[src/rtl/imem_boot_pkg.sv]
// Shared types and constants for the instruction-memory boot controller.
package imem_boot_pkg;

    // Boot sequencing states; LOAD must be the all-zero encoding.
    typedef enum logic [1:0] {
        LOAD = 2'd0,
        HOLD = 2'd1,
        RUN  = 2'd2
    } boot_state_t;

    // Width of the post-load core-reset hold counter (covers RST_HOLD up to 255).
    localparam int HOLD_CNT_W = 8;

endpackage

[src/rtl/imem_boot_hold_timer.sv]
// Core-reset hold timer: cleared by load, counts while count is high,
// done flags the final cycle of an RST_HOLD-cycle window.
module boot_hold_timer
    import imem_boot_pkg::*;
#(
    parameter int RST_HOLD = 4
) (
    input  logic CLK,
    input  logic reset,
    input  logic load,
    input  logic count,
    output logic done
);

    localparam logic [HOLD_CNT_W-1:0] LAST_CNT = HOLD_CNT_W'(RST_HOLD - 1);

    logic [HOLD_CNT_W-1:0] cnt_reg;

    // Hold counter: restart on load, advance while the window is open.
    always_ff @(posedge CLK or posedge reset) begin
        if (reset) begin
            cnt_reg <= '0;
        end else if (load) begin
            cnt_reg <= '0;
        end else if (count) begin
            cnt_reg <= cnt_reg + 1'b1;
        end
    end

    // Last cycle of the window is when the counter reaches RST_HOLD-1.
    always_comb begin
        done = count && (cnt_reg == LAST_CNT);
    end

endmodule

[src/rtl/imem_boot_ctrl.sv]
// Instruction-memory boot controller: streams a program image from the
// loader into sequential memory words, holds the core in reset for
// RST_HOLD cycles, then releases it and hands the address bus to fetch.
// Optional feature macro: IMEM_RELOAD_EN adds a reload input that returns
// RUN to LOAD for a fresh image.
module imem_boot_ctrl
    import imem_boot_pkg::*;
#(
    parameter int ADDR_W   = 8,
    parameter int DATA_W   = 32,
    parameter int DEPTH    = 256,
    parameter int RST_HOLD = 4
) (
    input  logic              CLK,
    input  logic              reset,
    input  logic              ld_valid,
    output logic              ld_ready,
    input  logic [DATA_W-1:0] ld_data,
    input  logic              ld_last,
    input  logic [ADDR_W-1:0] core_imem_addr,
    output logic              mem_wr,
    output logic [ADDR_W-1:0] mem_addr,
    output logic [DATA_W-1:0] mem_wdata,
    output logic              core_reset,
    output logic              boot_done,
    output logic [ADDR_W:0]   load_count,
    output logic              err_overflow
`ifdef IMEM_RELOAD_EN
    ,
    input  logic              reload
`endif
);

    localparam logic [ADDR_W-1:0] LAST_ADDR = ADDR_W'(DEPTH - 1);

    boot_state_t       state_reg, state_next;
    logic [ADDR_W-1:0] addr_ptr_reg, addr_ptr_next;
    logic [ADDR_W:0]   load_count_reg, load_count_next;
    logic              err_overflow_reg, err_overflow_next;
    logic              hold_start;
    logic              hold_done;
    logic              handshake;
    logic              at_last;

    boot_hold_timer #(
        .RST_HOLD(RST_HOLD)
    ) u_hold_timer (
        .CLK  (CLK),
        .reset(reset),
        .load (hold_start),
        .count(state_reg == HOLD),
        .done (hold_done)
    );

    // State and load bookkeeping registers.
    always_ff @(posedge CLK or posedge reset) begin
        if (reset) begin
            state_reg        <= LOAD;
            addr_ptr_reg     <= '0;
            load_count_reg   <= '0;
            err_overflow_reg <= 1'b0;
        end else begin
            state_reg        <= state_next;
            addr_ptr_reg     <= addr_ptr_next;
            load_count_reg   <= load_count_next;
            err_overflow_reg <= err_overflow_next;
        end
    end

    // Next-state logic: accept words in LOAD, time out HOLD, idle in RUN.
    always_comb begin
        state_next        = state_reg;
        addr_ptr_next     = addr_ptr_reg;
        load_count_next   = load_count_reg;
        err_overflow_next = err_overflow_reg;
        hold_start        = 1'b0;
        handshake         = (state_reg == LOAD) && ld_valid;
        at_last           = (addr_ptr_reg == LAST_ADDR);
        case (state_reg)
            LOAD: begin
                if (ld_valid) begin
                    load_count_next = load_count_reg + 1'b1;
                    // Pointer saturates on the final slot so a full-size
                    // memory never wraps back onto word 0.
                    if (!at_last) begin
                        addr_ptr_next = addr_ptr_reg + 1'b1;
                    end
                    if (ld_last || at_last) begin
                        state_next = HOLD;
                        hold_start = 1'b1;
                    end
                    if (at_last && !ld_last) begin
                        err_overflow_next = 1'b1;
                    end
                end
            end
            HOLD: begin
                if (hold_done) begin
                    state_next = RUN;
                end
            end
            RUN: begin
`ifdef IMEM_RELOAD_EN
                if (reload) begin
                    state_next        = LOAD;
                    addr_ptr_next     = '0;
                    load_count_next   = '0;
                    err_overflow_next = 1'b0;
                end
`endif
            end
            default: begin
                state_next = LOAD;
            end
        endcase
    end

    // Outputs: write strobe is combinational so the write lands in the
    // handshake cycle; reset forces it inactive even with ld_valid high.
    always_comb begin
        ld_ready     = (state_reg == LOAD);
        mem_wr       = ~(handshake & ~reset);
        mem_addr     = (state_reg == RUN) ? core_imem_addr : addr_ptr_reg;
        mem_wdata    = ld_data;
        core_reset   = (state_reg != RUN);
        boot_done    = (state_reg == RUN);
        load_count   = load_count_reg;
        err_overflow = err_overflow_reg;
    end

endmodule

[config.mk]
export PLATFORM = sky130hd
export DESIGN_NAME = imem_boot_ctrl
export DESIGN_NICKNAME = d
export VERILOG_FILES = /design/src/rtl/imem_boot_pkg.sv /design/src/rtl/imem_boot_hold_timer.sv /design/src/rtl/imem_boot_ctrl.sv
export SDC_FILE = /design/constraint.sdc
export NUM_CORES = 1
export LEC_CHECK = 0
export ABC_AREA = 1
export CAP_MARGIN = 15
export CORE_ASPECT_RATIO = 0.9
export CORE_MARGIN = 4
export CORE_UTILIZATION = 41
export CTS_BUF_LIST = sky130_fd_sc_hd__clkbuf_2
export DETAILED_ROUTE_END_ITERATION = 8
export PLACE_DENSITY = 0.83
export SLEW_MARGIN = 25
export SYNTH_ARGS = -nofsm -noshare
export SYNTH_HDL_FRONTEND = slang
export SYNTH_SLANG_ARGS = --single-unit
[constraint.sdc]
create_clock -name CLK -period 2 [get_ports CLK]
set_clock_uncertainty 0.2 [all_clocks]
set_input_delay 0.3 -clock CLK [delete_from_list [all_inputs] [get_ports CLK]]
set_output_delay 0.3 -clock CLK [all_outputs]
set_load 0.05 [all_outputs]
Word-level counts from Yosys, hierarchy flattened
Index checks and enable logic that the tools add are counted.
{"block": "totals", "elab_cells": 42, "regBits": 28}
{"block": "op_classes", "n_addsub": 3, "reduce_logical": 11, "bitwise_logic": 5, "n_mux": 10, "n_eq_ne": 8}
{"cell": "2-to-1 mux 8 bit", "count": 3}
{"cell": "adder 8 x 1 -> 8 bit (second input constant)", "count": 2}
{"cell": "adder 9 x 1 -> 9 bit (second input constant)", "count": 1}
{"cell": "== test 8 x 2 -> 1 bit (second input constant)", "count": 1}
{"cell": "== test 8 bit (second input constant)", "count": 1}
{"cell": "2-to-1 mux 2 bit", "count": 3}
{"cell": "!= test 2 bit (second input constant)", "count": 3}
{"cell": "case mux 2 bit (3 select lines)", "count": 1}
{"cell": "AND reduction 3 bit", "count": 2}
{"cell": "inverter 1 bit", "count": 4}
{"cell": "AND reduction 4 bit", "count": 1}
{"cell": "logical AND 1 bit", "count": 3}
{"cell": "2-to-1 mux 1 bit", "count": 3}
{"cell": "== test 2 x 1 -> 1 bit (second input constant)", "count": 1}
{"cell": "== test 2 bit (second input constant)", "count": 1}
{"cell": "logical NOT 2 bit", "count": 1}
{"cell": "!= test 2 x 1 -> 1 bit (second input constant)", "count": 1}
{"cell": "AND reduction 2 bit", "count": 1}
{"cell": "nonzero test 2 bit", "count": 1}
{"cell": "bitwise AND 1 bit", "count": 1}
{"cell": "logical NOT 1 bit", "count": 1}
{"cell": "logical OR 1 bit", "count": 1}

Logic depth before layout (Yosys ltp)
{"block": "depth", "depth_word": 6, "mapped_depth": 8, "depth_no_buf": 8}

Cells and area by module
A second synthesis with hierarchy kept.
{"block": "hier_totals", "cells_unflattened": 268, "hier_area_um2": 1924.3}
{"module": "imem_boot_ctrl", "instances": 1, "area_per_inst_um2": 1458.9, "seq_area_each_um2": 500.5, "cells_each": 207}
{"module": "boot_hold_timer", "instances": 1, "area_per_inst_um2": 465.4, "seq_area_each_um2": 200.2, "cells_each": 61}

Worst setup path after synthesis
Ideal clock, no wire load.
{"block": "synth_timing", "path_kind": "register -> output", "start": "register state_reg[1]", "end": "output mem_addr[0]", "setup_slack_ns": -0.063, "arrival_time_ns": 1.563, "n_path_buf": 1, "path_stages_with_launch": 5, "cell_sequence": "dfrtp_1 inv_1 nor2_4 buf_4 o21ai_1"}
{"block": "synth_via", "elab_chain_cells": 2}
{"item": "start: declaration", "line": "imem_boot_ctrl.sv:36", "source": "boot_state_t state_reg, state_next;"}
{"item": "start signal: assignment", "line": "imem_boot_ctrl.sv:63", "source": "state_reg <= state_next;"}
{"item": "== test 2 bit"}
{"item": "named net boot_done", "line": "imem_boot_ctrl.sv:25", "source": "output logic boot_done,"}
{"item": "2-to-1 mux 8 bit", "line": "imem_boot_ctrl.sv:123", "source": "mem_addr = (state_reg == RUN) ? core_imem_addr : addr_ptr_reg;"}
{"item": "end: declaration", "line": "imem_boot_ctrl.sv:22", "source": "output logic [ADDR_W-1:0] mem_addr,"}
The timed path passes the listed nets, and every way through them passes these cells.

Worst setup path after layout
{"block": "layout_timing", "start": "register state_reg[0]", "end": "output mem_addr[7]"}
{"block": "layout_via", "elab_chain_cells": 2}
{"item": "== test 2 bit", "line": "imem_boot_ctrl.sv:123"}
{"item": "2-to-1 mux 8 bit", "line": "imem_boot_ctrl.sv:123"}
Every way passes these cells.

==> results.md <==
- The setup check on the worst reg-to-reg path leaves a slack of 0.20 ns.
- The relative slew slack is about three quarters.
- The setup TNS is 0 ns.
- The number of storage elements in the synthesis netlist is 28.
- After the first detailed-routing iteration, the DRC count stood at 97.
- The tool flagged a number of max-cap violations equal to 0.
- The kind of cell with the highest combined delay on the critical path is flip-flops.
- The flow ran to the end, and the final reports show no timing, DRC or antenna violations.
- The worst setup path is launched from a flop.
- The final wirelength is 3840 um.
- The number of instances in the synthesized netlist is about 270.
- The count of nets after finishing is 332.
- The register with the most flip-flops in the layout has 9 of them.
- The initial antenna violation count came to 0.
- The post-detailed-route wirelength per cell is 11.1 um.
- In this run the worst path has a maximum fanout of 17.
- The peak supply drop is 0.000622 V.
- At the pin with the least slew margin, the transition time is 0.352 ns.
- The tree is rooted in a clkbuf_2.
- 0 antenna diodes ended up in the layout.
- During I/O placement, the number of pins put on the boundary was 98.
- The detailed placer's ending HPWL is 2980 um.
- For this configuration, the core starts out at a cell density of between 40% and 50%.
- The maximum clock frequency is ~500 MHz.
- The critical path in this run is classified as reg2out.
- The die is between 70 and 80 um tall.
- The count of fill cells added during filler insertion is around 430.
- The cell with the most instances on the worst path is buf_12.
- Summing the sequential cell areas from Yosys gives 36.2% of the chip area.
- The die covers 0.00589 mm^2.
- Timing analysis after detailed placement gives a worst setup slack of around 0.17 ns.
- The via-per-instance ratio is 4.71.
- The first-pass detailed-route iteration total is 4.
- TritonCTS created 3 clock buffers.
- For the worst setup path, the data required time is 1.50 ns.
- The endpoint arrival time on the critical path is 1.50 ns.
- The flip-flop and latch area is 702 um^2.
- The maximum number of pins on one net before global-route repair is 29.
- The core area is 0.00452 mm^2.
- CTS built an H-tree with a depth of 1.
- The floorplan step set the die width to about 80 um.
- The floorplan has 23 rows.
- The path class of the lowest-slack min-delay path is in2async.
- The clock latency on the worst-skew pair is 0.36 ns.
- In the routed design, unresolved DRC markers number 0.
- The synthesized netlist contains 22 unique library cells.
- The Yosys step of the flow raised 0 warnings.
- The number of pins exceeding their max-slew limit in the final report is 0.
- The worst setup path is captured at an output pin.
- Summing all multi-input logic gate instances after layout gives 865 um^2.
- Counting every net in the synthesized netlist gives 318.
- The TritonCTS clock tree is yes.
- The cell area that synthesis handed to floorplanning was 0.00194 mm^2.
- Cells with a size suffix above 1 make up 19.8% of the layout.
- In this run the mean area of a mapped cell was 7.14 um^2.
- The worst path in the final design needs a cycle of between 1.5 and 2 ns, including I/O delays and setup.
- On the worst path, the slowest cell contributes a delay of 0.51 ns.
- The number of endpoints with negative hold slack in the final report is 0.
- During placement, the flow inserted port buffers numbering 33.
- The analysis attributes to cell leakage a power of ~1.2 nW.
- The signal on the critical path passes through nor2_4 -> buf_12 -> nand2_1 -> o21ai_1 -> buf_12.
- The critical path contains buffers and inverters numbering 2 combined.
- Global routing used 13.6% of the available tracks.
- Relative to the synthesized area, the layout overhead comes to 18.2%.
- In the finished design, the share of the clock period the worst path needs comes to 99.8%.
- Setup repair after global routing could not meet its margin everywhere.
- Across all layers, the routed design uses 1625 vias.
- For this design, the sink count on the clock tree is 28.
- The final RePlAce weighted congestion is 0.835.
- The clock passes through at most 2 buffers.
- Setup violations remaining at the end of the flow were counted as 0.
- The via count of the first global-routing pass is around 1500.
- The wire length of the first global-routing pass is 6420 um.
- Clock-pin slew was measured on the worst setup and hold paths at 0.25 ns.
- For this design, the slowest cell found on the critical path is dfrtp_2.
- Measured on the finished design, the core utilization comes to 50.6%.
- The power per standard cell area is around 1400 mW/mm^2.
- The final antenna-violating net count is 0.
- Once routing completed, OpenROAD measured the worst setup slack at 0.00359 ns.
- Summed over all layers, the global routing overflow is 0.
[cell families (layout without fill, tap and decap cells)]
group | count (synthesis) | count (layout) | share of synthesized area, %
xor gates and xnor gates | 8 | 8 | 3.62
adders and majority gates | 3 | 3 | 1.94
DFF | 28 | 28 | 36.2
and+or+nand+nor | 148 | 148 | 33.7
buffers and inverters | 70 | 82 | 20.0
AOI/OAI and AO/OA | 14 | 14 | 4.53
[worst reg2reg max path, cell delays in order, from the launching register on]
cell	delay (ns)
dfrtp_1	0.48
ha_1	0.25
inv_1	0.10
nor2_4	0.19
nand2_2	0.12
a21oi_2	0.29
nor2_1	0.10
[repair_timing]
item / 4_1_cts / 5_1_grt
pin swaps: 2 / 1
hold buffers: 0 / 0
gates cloned: 0 / 0
buffers inserted: 4 / 2
gates resized for setup: 3 / 8
endpoints found under the setup margin: 10 / 9
[final cells by class]
type | instances | area share (%)
clock buffer | 3 | 0.656
inverter | 37 | 6.29
multi-input combinational | 173 | 37.8
sequential | 28 | 30.7
tap | 62 | 3.39
timing repair buffer | 42 | 21.2
[worst paths after layout]
path                                                end            start  depth (start not counted)
worst min-delay path            u_hold_timer.cnt_reg[0]            reset                          3
worst min register to register             err_overflow     err_overflow                          1
worst max register to register  u_hold_timer.cnt_reg[7]  addr_ptr_reg[1]                          6
min in group CLK                           err_overflow     err_overflow                          1
worst max-delay path                        mem_addr[7]     state_reg[0]                          5
max in group asynchronous                  state_reg[0]            reset                          3
[cell usage after synthesis]
master    instances  share of area, %
inv_2             2              0.39
dfrtp_1          28                36
buf_4            33                13
a21oi_1           3              0.78
o21bai_1          1              0.39
nor4_1            1              0.32
xnor2_1           1              0.45
nor2_4            4               2.3
nor2_2            2              0.65
nand3_1          15               3.9
a21oi_2           1              0.45
nor2_1           21               4.1
nand2_4           1              0.58
nand2_2           3              0.97
nand3b_1          1              0.39
inv_1            35               6.8
ha_1              3               1.9
a21oi_4           1              0.84
nand2_1          91                18
o21ai_1           8               2.1
xor2_1            7               3.2
nand4_1           9               2.9
[power by group]
| group | leakage [nW] | internal (mW) | total, mW | switching [mW] |
|---|---|---|---|---|
| sequential | 0.367 | 0.729 | 0.936 | 0.206 |
| clock | 0.0125 | 0.0407 | 0.200 | 0.160 |
| combinational | 0.796 | 0.849 | 2.10 | 1.25 |
[layer usage]
layer | part of all wire (%) | track usage (%) | vias up
li1 | - | - | 826
met1 | 44 | 17.3 | 746
met2 | 49 | 22.2 | 43
met3 | 5.2 | 3.70 | 10
met4 | 1.1 | 5.07 | 0
met5 | 0 | 0 | -
[metrics by stage]
step	power [mW]	hold WS, ns	cell area (um^2)	std cells
finish	3.24	0.125	2290	345
global route	3.45	0.167	2290	345
CTS	3.20	0.148	2250	343
detailed placement	2.91	0.279	2190	336
global placement	2.87	0.270	2190	336
floorplan	2.31	0.174	1940	271
[cell usage in the layout, fill, tap and decap left out, types with 2 or more instances in the layout]
cell | Yosys | final
xor2_1 | 7 | 7
nand2_1 | 91 | 89
nand3_1 | 15 | 15
nor2_2 | 2 | 2
buf_4 | 33 | 19
ha_1 | 3 | 3
o21ai_2 | 0 | 3
dfrtp_1 | 28 | 27
a21oi_1 | 3 | 3
buf_12 | 0 | 11
inv_1 | 35 | 33
inv_2 | 2 | 3
nand2_2 | 3 | 5
clkbuf_2 | 0 | 3
nor2_4 | 4 | 4
clkdlybuf4s50_1 | 0 | 11
nor2_1 | 21 | 21
nand4_1 | 9 | 9
o21ai_1 | 8 | 5
Power figures use the tool's default switching activity.
